### src/rtl/mem_write_buffer.sv
//------------------------------------------------------------------------------
// Module   : mem_write_buffer
// Purpose  : Circular store buffer between CPU and data memory, drained one
//            entry per cycle. Load forwarding is built only when
//            MEM_WRITE_BUFFER_FWD_EN is defined.
// Revision : 1.0
//------------------------------------------------------------------------------
`default_nettype none

module mem_write_buffer #(
   parameter int SIZE  = 32,
   parameter int DEPTH = 4
) (
   input  logic                       CLK,
   input  logic                       RST,
   input  logic                       St_Req,
   input  logic [SIZE-1:0]            St_Addr,
   input  logic [SIZE-1:0]            St_Data,
   output logic                       St_Ready,
   input  logic [SIZE-1:0]            Ld_Addr,
   output logic                       Ld_Hit,
   output logic [SIZE-1:0]            Ld_Data,
   input  logic                       Drain_Hold,
   output logic                       Mem_WE,
   output logic [SIZE-1:0]            Mem_Addr,
   output logic [SIZE-1:0]            Mem_Data,
   output logic [$clog2(DEPTH):0]     Count,
   output logic                       Empty
);

   localparam int PW = $clog2(DEPTH);
   localparam int CW = PW + 1;

   logic [PW-1:0]   head_q, head_d;
   logic [PW-1:0]   tail_q, tail_d;
   logic [CW-1:0]   count_q, count_d;
   logic [SIZE-1:0] addr_q [DEPTH];
   logic [SIZE-1:0] data_q [DEPTH];

   logic w_accept;
   logic w_drain;

   assign St_Ready = (count_q < CW'(DEPTH));
   assign Empty    = (count_q == '0);
   assign Count    = count_q;
   assign Mem_WE   = !Empty && !Drain_Hold;
   assign Mem_Addr = Empty ? '0 : addr_q[head_q];
   assign Mem_Data = Empty ? '0 : data_q[head_q];

   assign w_accept = St_Req && St_Ready;
   assign w_drain  = Mem_WE;

   // DEPTH is a power of two, so pointer wrap falls out of the PW-bit adders.
   always_comb begin
      head_d  = head_q;
      tail_d  = tail_q;
      count_d = count_q + CW'(w_accept) - CW'(w_drain);
      if (w_accept) tail_d = tail_q + PW'(1);
      if (w_drain)  head_d = head_q + PW'(1);
   end

   always_ff @(posedge CLK) begin
      if (RST) begin
         head_q  <= '0;
         tail_q  <= '0;
         count_q <= '0;
      end else begin
         head_q  <= head_d;
         tail_q  <= tail_d;
         count_q <= count_d;
      end
   end

   // Entry payload carries no reset; validity is derived from head/count.
   always_ff @(posedge CLK) begin
      if (!RST && w_accept) begin
         addr_q[tail_q] <= St_Addr;
         data_q[tail_q] <= St_Data;
      end
   end

`ifdef MEM_WRITE_BUFFER_FWD_EN
   // Walk oldest to youngest so the last match is the youngest store.
   always_comb begin
      logic [PW-1:0] idx;
      Ld_Hit  = 1'b0;
      Ld_Data = '0;
      idx     = head_q;
      for (int k = 0; k < DEPTH; k++) begin
         idx = head_q + PW'(k);
         if ((CW'(k) < count_q) && (addr_q[idx] == Ld_Addr)) begin
            Ld_Hit  = 1'b1;
            Ld_Data = data_q[idx];
         end
      end
   end
`else
   logic w_unused_ld_addr;
   assign w_unused_ld_addr = ^Ld_Addr;
   assign Ld_Hit  = 1'b0;
   assign Ld_Data = '0;
`endif

endmodule

`default_nettype wire

### config.mk
export PLATFORM = sky130hd
export DESIGN_NAME = mem_write_buffer
export DESIGN_NICKNAME = d
export VERILOG_FILES = /design/src/rtl/mem_write_buffer.sv
export SDC_FILE = /design/constraint.sdc
export NUM_CORES = 1
export LEC_CHECK = 0
export CORE_ASPECT_RATIO = 1.4
export CORE_MARGIN = 5
export CORE_UTILIZATION = 48
export CTS_BUF_LIST = sky130_fd_sc_hd__clkbuf_4
export DETAILED_ROUTE_END_ITERATION = 10
export PLACE_DENSITY = 0.77
export SLEW_MARGIN = 10
export SYNTH_ARGS = -nofsm -noshare
export SYNTH_HDL_FRONTEND = slang
export SYNTH_SLANG_ARGS = --single-unit
export TNS_END_PERCENT = 1
### constraint.sdc
create_clock -name CLK -period 2.59 [get_ports CLK]
set_input_delay 0.3885 -clock CLK [delete_from_list [all_inputs] [get_ports CLK]]
set_output_delay 0.3885 -clock CLK [all_outputs]
set_load 0.05 [all_outputs]
==> reports/metrics.cfg, run 1 <==
[final_layout]
final_cells=994
drive_gt1_frac=0.3888
nNetsFinal=798
area_growth_pct=30.39
fillerInstances=1437

[cts]
numCtsBuffers=58
postCtsHoldBufs=0
cts_tree=done
cts_htree_levels=2
path_clk_slew_ns=0.08
cts.sinks=265
cts_root_buf=clkbuf_4
cts_max_path_buffers=3
clock_latency_ns=0.65

[grt]
grt_max_degree=69
antenna_found_initial=1
grt_usage=0.1652
overflow=0
grt_pass1_wl_um=31270
grt_pass1_vias=5656

[sta]
rsz0062_at_grt=true
fin_crit_sh=1.002
slew_violations=0
fin_worst_skew_ns=0.02761
fmax_mhz=385.4
worst_slack_ns=-0.004785
setup_tns_ns=-0.006631
period_needed_ns=2.595
setup_violations=2
hold_violations=0
worst_pin_slew_ns=0.5423
max_slew_margin=0.6385
timing.hold.ws_ns=0.3754

[setup_path]
cp-endpoint=Mem_Data[2]
r2r-end=Count[2]
reg2reg_setup_slack_ns=0.56
rr_worst_depth=9
crit_type=reg -> out
end_kind=primary output
required_ns=2.20
critPathArrivalTime_ns=2.21
start_kind=flop
reg2reg_from=Count[1]
path_max_fanout=8

[placed_design]
dp_cells=881
place.gp.congestion=0.7381
pre_cts_slack_ns=0.1314
place_hpwl_um=12660
portBuffers=137

[synth]
synthDistinctLibCells=23
synth_commonest_cells=edfxtp_1, nor2b_1, mux4_2
synth_area_sq_um=10390
synth_ff_type=edfxtp_1
synth.most_common_cell=edfxtp_1
synth_top_area_share=0.7397
seq_area_frac_synth=0.7570
postSynthCellCount=489
syn_area_per_cell_sq_um=21.25
async_flop_share=0
ys_ff_latch=265
yosys.area.top_type=edfxtp_1
synthTopCellsByArea=edfxtp_1, mux4_2, nor2b_1
synth-warning-count=0
synth-edff-count=256

[floorplan]
die_w_um=134.4
design.portCount=203
core_sq_um=21280
start_util=0.4883
dieArea_sq_um=24740
die_y_um=184.1
rows=63

[detailed_routing]
vias=5197
detail_route.wl_per_cell_um=21.12
route.detailed.drc=0
vias_per_cell=5.228
antenna_left=0
drtPass1Iterations=4
wl_um=21000
first_iter_violations=308

[run_status]
violations=setup timing
outcome=finished with violations

[power_and_ir_drop]
peakVddDrop_v=0.001089
p_leak_uw=0.004642
p_int_uw=9079
p_seq_frac=0.357
powerDensity_nw_per_um2=1046
power_uw=14170
power_frac_comb=0.429
clkPwrFrac=0.214
power_switching_share=0.3594
p_switching_uw=5094

[min_path]
min_path_type=in -> reg

[run]
cap_violations=0

how the worst min path moves through the flow:
stage	end	slack (ns)	startpoint	cells after the start
floorplan	tail_q[1]	0.47	tail_q[1]	2
global placement	tail_q[1]	0.49	tail_q[1]	2
detailed placement	tail_q[1]	0.50	tail_q[1]	2
CTS	addr_q[2][21]	0.31	St_Addr[21]	1
global route	data_q[1][20]	0.32	St_Data[20]	1
finish	data_q[0][13]	0.38	St_Data[13]	1
logic make-up (layout without fill, tap and decap cells):
kind of cell / count (synthesis) / after routing / synth area share
adders and majority gates: 7 / 7 / 0.009150
and+or+nand+nor: 82 / 82 / 0.04876
other: 1 / 34 / 0.0003608
xor gates and xnor gates: 3 / 3 / 0.002529
DFF: 265 / 265 / 0.7570
buffers and inverters: 62 / 274 / 0.04045
muxes: 65 / 65 / 0.1398
AOI/OAI and AO/OA: 4 / 4 / 0.001925
power by group through the flow:
stage | Combinational [uW] | Clock, uW | Sequential, uW
2_1_floorplan | 3390 | 0 | 5170
3_3_place_gp | 5300 | 0 | 5180
3_5_place_dp | 5330 | 0 | 5200
4_1_cts | 5440 | 3120 | 5080
5_1_grt | 6330 | 3390 | 5090
6_report | 6080 | 3030 | 5060
stage by stage:
step                area (sq um)    util
global route               13550  0.6367
floorplan                  10530       -
CTS                        13070  0.6141
global placement           12300  0.5781
finish                     13550  0.6367
detailed placement         12300  0.5781
worst max-delay path, stage by stage (launching register included):
cell and delay (ns):
dfxtp_4 0.36, buf_12 0.17, clkbuf_16 0.18, mux4_2 0.49, nor2b_1 0.16, buf_6 0.19
layout make-up:
type                    instances  area [sq um]  share of cell area
multi-input cells             194          2422              0.1788
repair buffers                165          2178              0.1608
inverters                       7         26.28            0.001939
well taps                     260         325.3             0.02401
clock inverters                24         132.6            0.009788
flip-flops and latches        265          7878              0.5813
clock buffers                  78         585.6             0.04321
diodes                          1         2.502           0.0001847
cells in the final DEF (no fill, tap or decap), types with 2 or more instances in the layout:
cell type          n
a21oi_1            3
nor2b_2            3
clkbuf_16          6
nor2b_4           23
dfxtp_4            2
nor2_1             4
clkbuf_4          78
buf_12            38
buf_6             35
dfxtp_2            2
nor2b_1           42
clkinv_2          10
ha_1               6
clkinv_1          11
inv_1              7
buf_16             2
dfxtp_1            5
xnor2_1            3
buf_4             11
and2_4             4
mux4_2            64
conb_1            33
edfxtp_1         256
nand2_1            2
clkdlybuf4s50_1   72
flip-flops by register name, summed over array words and instances, names as in the netlist, named ones only:
register / count
data_q: 128
Count: 3
addr_q: 128
head_q: 2
tail_q: 2
routing by layer:
metal	vias up	GRT usage	share of wire
li1	2308	-	-
met1	2655	0.1964	0.38
met2	201	0.2930	0.54
met3	33	0.03523	0.057
met4	0	0.06805	0.025
met5	-	0	0
timing repair:
item | CTS | global route
endpoints found under the setup margin | 63 | 64
cloned | 0 | 6
buffers inserted | 2 | 2
pin swaps | 0 | 1
gates resized for setup | 9 | 85
(Power assumes the default switching activity.)
==> run 2: changes to the inputs <==
--- a/config.mk
+++ b/config.mk
@@ -9,8 +9,9 @@
 export CORE_MARGIN = 5
 export CORE_UTILIZATION = 48
 export CTS_BUF_LIST = sky130_fd_sc_hd__clkbuf_4
+export CTS_CLUSTER_DIAMETER = 40
 export DETAILED_ROUTE_END_ITERATION = 10
-export PLACE_DENSITY = 0.77
+export PLACE_DENSITY = 0.85
 export SLEW_MARGIN = 10
 export SYNTH_ARGS = -nofsm -noshare
 export SYNTH_HDL_FRONTEND = slang
==> reports/metrics.cfg, run 2 (synthesized netlist as in run 1, its figures left out) <==
[cts]
path_clk_slew_ns=0.07  ; was 0.08 ns
cts_htree_levels=2  ; unchanged
cts_root_buf=clkbuf_4  ; unchanged
clock_latency_ns=0.65  ; about the same
cts_tree=done  ; unchanged
cts.sinks=265  ; unchanged
numCtsBuffers=59  ; was 58
postCtsHoldBufs=0  ; unchanged
cts_max_path_buffers=3  ; unchanged

[placed_design]
dp_cells=879  ; was 881
portBuffers=137  ; unchanged
place.gp.congestion=0.7575  ; was 0.7381
place_hpwl_um=12060  ; was 12660 um

[detailed_routing]
route.detailed.drc=0  ; unchanged
drtPass1Iterations=4  ; unchanged
first_iter_violations=285  ; was 308
detail_route.wl_per_cell_um=20.99  ; was 21.12 um
met2_wirelength_um=11340  ; was 11380 um
vias_per_cell=5.211  ; was 5.228
wl_um=20890  ; was 21000 um
vias=5185  ; was 5197
drt-met1-wl_um=7810  ; was 7894 um
antenna_left=0  ; unchanged
maxUsedRoutingLayer=met4  ; unchanged
met3_length_um=1379  ; was 1196 um

[floorplan]
core_sq_um=21280  ; unchanged
die_w_um=134.4  ; unchanged
dieArea_sq_um=24740  ; unchanged
rows=63  ; unchanged
start_util=0.4883  ; unchanged
die_y_um=184.1  ; unchanged
design.portCount=203  ; unchanged

[setup_path]
critPathArrivalTime_ns=2.25  ; was 2.21 ns
required_ns=2.20  ; about the same
path_max_fanout=8  ; unchanged
end_kind=primary output  ; unchanged
start_kind=flop  ; unchanged
crit_type=reg -> out  ; unchanged

[final_layout]
area_growth_pct=30.01  ; was 30.39%
final_cells=995  ; was 994
fillerInstances=1391  ; was 1437
final_cell_mix=edfxtp_1, clkbuf_4, clkdlybuf4s50_1, mux4_2, nor2b_1  ; unchanged
ff_latch_area_sq_um=7878  ; unchanged
nNetsFinal=797  ; was 798
multi_input_area_sq_um=2342  ; was 2422 sq um
layout_commonest_cell=edfxtp_1  ; unchanged
drive_gt1_frac=0.3689  ; was 0.3888

[grt]
grt_pass1_wl_um=31040  ; was 31270 um
overflow=0  ; unchanged
grt_usage=0.1638  ; was 0.1652
grt_pass1_vias=5742  ; was 5656
grt_max_degree=69  ; unchanged
antenna_found_initial=2  ; was 1

[sta]
setup_violations=30  ; was 2
rsz0062_at_grt=true  ; unchanged
worst_pin_slew_ns=0.5000  ; was 0.5423 ns
timing.hold.ws_ns=0.3735  ; was 0.3754 ns
max_slew_margin=0.6656  ; was 0.6385
worst_slack_ns=-0.04503  ; was -0.004785 ns
period_needed_ns=2.635  ; was 2.595 ns
hold_violations=0  ; unchanged
fin_worst_skew_ns=0.03152  ; was 0.02761 ns
fin_crit_sh=1.017  ; was 1.002
slew_violations=0  ; unchanged
fmax_mhz=379.5  ; was 385.4 MHz

[power_and_ir_drop]
power_uw=14230  ; was 14170 uW
powerDensity_nw_per_um2=1053  ; was 1046 nW/um^2
p_leak_uw=0.004606  ; was 0.004642 uW
peakVddDrop_v=0.001130  ; was 0.001089 V

[run_status]
outcome=finished with violations  ; unchanged
violations=setup timing  ; unchanged

[run]
cap_violations=0  ; unchanged

[min_path]
min_path_type=in -> reg  ; unchanged

## run 2: cell types whose count changed in the layout (fill, tap and decap cells not counted), sizes merged
cell | previous run | this run
buf | 87 | 78
bufinv | 1 | 2
clkbuf | 84 | 98
clkinv | 21 | 15
clkinvlp | 1 | 0
diode | 1 | 3
## run 2: what timing repair did
item | 4_1_cts | 5_1_grt
buffers inserted | 0 | 2
resized for setup | 30 | 55
cloned | 1 | 7
pin swaps | 0 | 1
endpoints found under the setup margin | 64 | 64
## run 2: worst max-delay path: stages (launching register included)
cell and delay, ns:
dfxtp_4 0.39, buf_12 0.18, clkbuf_16 0.18, mux4_2 0.50
nor2b_4 0.15, clkbuf_16 0.19
## run 2: where the power goes
part | switching [uW] | total, uW | leakage (uW) | internal, uW
Clock | 1470 | 3170 | 0.000447 | 1700
Sequential | 105 | 5070 | 0.00240 | 4960
Combinational | 3420 | 6000 | 0.00176 | 2570
Total | 4990 | 14200 | 0.00461 | 9240
## run 2: path summary, 6_finish.rpt
path / to / from / slack [ns] / cells past startpoint
min: addr_q[0][2] / St_Addr[2] / 0.37 / 1
max: Mem_Addr[30] / flop / -0.05 / 5
max reg2reg: Count[2] / Count[1] / 0.54 / 9
min reg2reg: tail_q[1] / tail_q[1] / 0.52 / 2
## run 2: metal layers
metal,global-route usage,up-vias
li1,-,2315
met1,0.1849,2640
met2,0.2970,201
met3,0.04533,29
met4,0.05990,0
met5,0,-
## run 2: cell type report
cell class / instances / share of cell area
flip-flops and latches: 265 / 0.5830
multi-input cells: 194 / 0.1733
repair buffers: 163 / 0.1609
clock buffers: 85 / 0.04723
well taps: 260 / 0.02408
clock inverters: 18 / 0.008890
inverters: 7 / 0.001945
diodes: 3 / 0.0005556
## run 2: per-stage QoR
step                      worst slack, ns  utilization  cell area [sq um]  TNS (ns)
after floorplan                   -0.2645            -              10530    -50.88
after global placement             0.1217       0.5738              12210         0
after detailed placement          0.07339       0.5738              12210         0
after CTS                        -0.09639       0.6159              13110    -4.422
after global routing              -0.1543       0.6347              13510    -7.382
final                            -0.04503       0.6349              13510   -0.4030
